### config.mk
export PLATFORM = sky130hd
export DESIGN_NAME = regfile32
export DESIGN_NICKNAME = d
export VERILOG_FILES = /design/src/rtl/regfile32.sv
export SDC_FILE = /design/constraint.sdc
export NUM_CORES = 2
export LEC_CHECK = 0
export BUFFER_PORTS_ARGS = -buffer_cell sky130_fd_sc_hd__clkbuf_2
export CELL_PAD_IN_SITES_DETAIL_PLACEMENT = 1
export CELL_PAD_IN_SITES_GLOBAL_PLACEMENT = 2
export CORE_AREA = 8 8 339 341
export DETAILED_ROUTE_END_ITERATION = 12
export DIE_AREA = 0 0 347 349
export PLACE_DENSITY = 0.86
export SETUP_SLACK_MARGIN = 0.2
export SYNTH_ARGS = -nofsm -noshare
export SYNTH_HDL_FRONTEND = slang
export SYNTH_SLANG_ARGS = --single-unit
export TNS_END_PERCENT = 20
### constraint.sdc
create_clock -name clk -period 3.53 [get_ports clk]
set_clock_uncertainty 0.1 [all_clocks]
set_input_delay 0.706 -clock clk [delete_from_list [all_inputs] [get_ports clk]]
set_output_delay 0.706 -clock clk [all_outputs]
set_load 0.02 [all_outputs]
### src/rtl/regfile32.sv
// regfile32: 32 x WIDTH register file, two combinational read ports, one clocked write port, r0 reads zero.
// Optional same-cycle write-through forwarding is enabled by defining REGFILE_BYPASS_EN.
module regfile32 #(
    parameter int WIDTH      = 32,
    parameter int DEPTH_LOG2 = 5
) (
    input  logic                  clk,
    input  logic                  reset,
    input  logic                  RegWrite,
    input  logic [DEPTH_LOG2-1:0] WriteRegister,
    input  logic [WIDTH-1:0]      WriteData,
    input  logic [DEPTH_LOG2-1:0] ReadRegister1,
    input  logic [DEPTH_LOG2-1:0] ReadRegister2,
    output logic [WIDTH-1:0]      ReadData1,
    output logic [WIDTH-1:0]      ReadData2
);

    localparam int DEPTH = 1 << DEPTH_LOG2;

    // Register 0 has no storage; the array starts at index 1.
    logic [WIDTH-1:0] r_mem [1:DEPTH-1];
    logic             w_wr_en;
    logic [WIDTH-1:0] w_rd1;
    logic [WIDTH-1:0] w_rd2;

    // Qualified write strobe: reset wins and writes to register 0 are dropped.
    always_comb begin
        w_wr_en = 1'b0;
        if (!reset && RegWrite && (WriteRegister != {DEPTH_LOG2{1'b0}})) begin
            w_wr_en = 1'b1;
        end else begin
            w_wr_en = 1'b0;
        end
    end

    // Storage update: synchronous clear of every register, else a single write.
    always_ff @(posedge clk) begin
        if (reset) begin
            for (int i = 1; i < DEPTH; i++) begin
                r_mem[i] <= {WIDTH{1'b0}};
            end
        end else if (w_wr_en) begin
            r_mem[WriteRegister] <= WriteData;
        end
    end

    // Read port 1: zero during reset or for r0, optional forwarding, else stored value.
    always_comb begin
        w_rd1 = {WIDTH{1'b0}};
        if (reset) begin
            w_rd1 = {WIDTH{1'b0}};
        end else if (ReadRegister1 == {DEPTH_LOG2{1'b0}}) begin
            w_rd1 = {WIDTH{1'b0}};
`ifdef REGFILE_BYPASS_EN
        end else if (w_wr_en && (ReadRegister1 == WriteRegister)) begin
            w_rd1 = WriteData;
`endif
        end else begin
            w_rd1 = r_mem[ReadRegister1];
        end
    end

    // Read port 2: same rules as port 1, fully independent.
    always_comb begin
        w_rd2 = {WIDTH{1'b0}};
        if (reset) begin
            w_rd2 = {WIDTH{1'b0}};
        end else if (ReadRegister2 == {DEPTH_LOG2{1'b0}}) begin
            w_rd2 = {WIDTH{1'b0}};
`ifdef REGFILE_BYPASS_EN
        end else if (w_wr_en && (ReadRegister2 == WriteRegister)) begin
            w_rd2 = WriteData;
`endif
        end else begin
            w_rd2 = r_mem[ReadRegister2];
        end
    end

    assign ReadData1 = w_rd1;
    assign ReadData2 = w_rd2;

endmodule
==> results.cfg <==
[setup_path]
critPathBufInv = 4
cp_max_fo = 11
cp.required_ns = 2.72
startpoint_type = primary input
crit_slowest_cell = mux4_2
cp_slowest_stage_delay_ns = 0.48
crit_arrival_ns = 2.65
cpLargestDelayFamily = buffers and inverters
crit_type = primary input to output pin
crit_chain = buf_12 > buf_16 > buf_4 > mux4_2 > a22oi_1 > nand4_1 > buf_6
endpoint_kind = output pin

[hold_path]
holdPathStages = 1
hold_class = primary input to register
min_from = WriteData[30]
hold_path_end = r_mem[0][30]$_DFFE_PP_

[routing]
topRoutingLayerUsed = met5
wl_met1_um = 72700
drtIter0Drc = 4671
ant_nets = 0
wl_met2_um = 95000
wl_um = 198000
via_per_inst = 6.65
drtPass1Iterations = 5
routedWlPerCell_um = 34.5
wl_met3_um = 18700
post-route-drc-count = 0
vias = 38200

[timing]
final_max_slew_viol_count = 0
fin_crit_sh = 0.978
setup_violations = 0
rsz0062_at_grt = true
hold_viol_final = 0
maxSlewHeadroom = 0.213
worstMarginPinSlew_ns = 1.18
min_period_ns = 3.45
fin_hold_ws_ns = 0.578
fmax_mhz = 290

[cts]
cts_max_level = 3
root_buffer = clkbuf_16
cts_made_buffers = 110
cts_tree = built
clk_pin_slew_ns = 0.06
cts_sinks = 994
postCtsHoldBufs = 0
cts.path.max_buffers = 3

[pwr]
p_total_mw = 29.2
peakVddDrop_v = 0.000481
p_leak_nw = 23.4
p_per_area_nw_per_um2 = 467

[global_route]
grt_pass1_vias = 39700
grt_max_degree = 52
overflow = 0
grt_usage = 0.311
antenna_found_initial = 14
grt_pass1_wl_um = 276000

[logic_synthesis]
synth_edf_count = 994
async_flop_share = 0
synth_warnings = 0
yosysSeqAreaShare = 0.560
synth_ff_type = edfxtp_1
syn_avg_cell_area_um2 = 13.3
synth_seq_cells = 994
synth_cell_type_count = 44
netlist_instances = 4002
syn_area_um2 = 53300

[cells_and_area]
top_regs = r_mem (994)
largest_register = r_mem
fin_nets = 4267
synthToLayoutAreaGrowth_pct = 17.4
largest_reg_flops = 994
drive_gt1_frac = 0.238
final_cells = 5741

[floorplanning]
dieArea_um2 = 121000
fp.dieW_um = 347
die_h_um = 349
rows = 122
pin_count = 114
core_area_um2 = 110000
initial_core_util = 0.486

[placement]
gp_congestion = 0.908
place_inst = 5478
dp_hpwl_um = 124000
portBuffers = 113

[status]
outcome = completed

[run]
maxCapViolCount = 0
cell usage after synthesis (all sizes together), types with 2 or more instances:
| cell type | instances | area [um2] |
|---|---|---|
| a21oi | 4 | 20.0 |
| a221oi | 62 | 643 |
| a22oi | 188 | 1410 |
| and2 | 996 | 6230 |
| and2b | 2 | 15.0 |
| buf | 154 | 910 |
| clkbuf | 268 | 1030 |
| edfxtp | 994 | 29800 |
| inv | 4 | 15.0 |
| mux2i | 570 | 5710 |
| mux4 | 195 | 4390 |
| nand2 | 143 | 537 |
| nand2b | 2 | 12.5 |
| nand3 | 4 | 20.0 |
| nand3b | 3 | 22.5 |
| nand4 | 62 | 388 |
| nor2 | 41 | 186 |
| nor2b | 4 | 25.0 |
| nor3 | 3 | 15.0 |
| nor4 | 3 | 37.5 |
| o21ai | 62 | 310 |
| o221ai | 2 | 17.5 |
| o22ai | 186 | 1160 |
| o31ai | 2 | 15.0 |
| o32ai | 2 | 17.5 |
| or2 | 33 | 206 |
| or3 | 5 | 31.3 |
| or3b | 2 | 20.0 |
cell families after synthesis:
kind of cell    synth area share
flops                      0.560
buf+inv                   0.0366
mux                        0.189
compound gates            0.0680
other cells            0.0000704
simple gates               0.146
worst max path at each step:
stage	from	endpoint	slack [ns]	cells past startpoint
after floorplan	ReadRegister2[1]	ReadData2[10]	0.60	6
after CTS	ReadRegister2[1]	ReadData2[1]	0.09	9
after global routing	ReadRegister2[1]	ReadData2[30]	0.12	9
after detailed placement	ReadRegister2[3]	ReadData2[13]	-0.10	8
final	ReadRegister2[0]	ReadData2[15]	0.08	7
after global placement	ReadRegister2[3]	ReadData2[13]	-0.09	8
routing by layer:
layer,GRT usage,vias to the layer above
met1,0.381,19700
met4,0.164,14
met5,0,-
met2,0.521,2323
li1,-,15600
met3,0.0622,529
power breakdown:
part	total (mW)	switching [mW]	leakage [nW]	internal (mW)
Combinational	3.69	2.22	12.3	1.47
Clock	11.5	4.86	1.71	6.66
Sequential	14.0	0.366	9.46	13.6
Total	29.2	7.44	23.4	21.8
metrics by stage:
| step | utilization | worst slack, ns | cell area (um2) | TNS, ns |
|---|---|---|---|---|
| global placement | 0.526 | -0.0935 | 57700 | -0.124 |
| global route | 0.571 | 0.123 | 62600 | 0 |
| finish | 0.571 | 0.0779 | 62600 | 0 |
| detailed placement | 0.526 | -0.102 | 57700 | -0.136 |
| CTS | 0.561 | 0.0938 | 61500 | 0 |
| floorplan | - | 0.605 | 53300 | 0 |
what timing repair did:
| item | CTS | global route |
|---|---|---|
| buffers inserted | 4 | 34 |
| endpoints found under the setup margin | 53 | 62 |
| cloned | 3 | 12 |
| gates resized for setup | 42 | 127 |
| pin swaps | 11 | 17 |
area by class of cell:
type,count,area [um2]
clock buffers,148,2960
multi-input cells,2583,22100
flip-flops and latches,994,29800
repair buffers,524,5280
diodes,6,15.0
clock inverters,56,563
well taps,1426,1780
fillers,10500,47000
inverters,4,18.8
cell usage in the layout (no fill, tap or decap), types with 35 or more instances in the layout:
master	n
mux2i_1	567
o22ai_1	186
mux4_2	195
a22oi_1	165
clkbuf_2	87
o21ai_0	39
edfxtp_1	994
buf_12	68
buf_4	302
nand4_1	62
nand2_1	134
and2_1	992
clkbuf_1	35
clkbuf_16	125
Power figures use the tool's default switching activity.
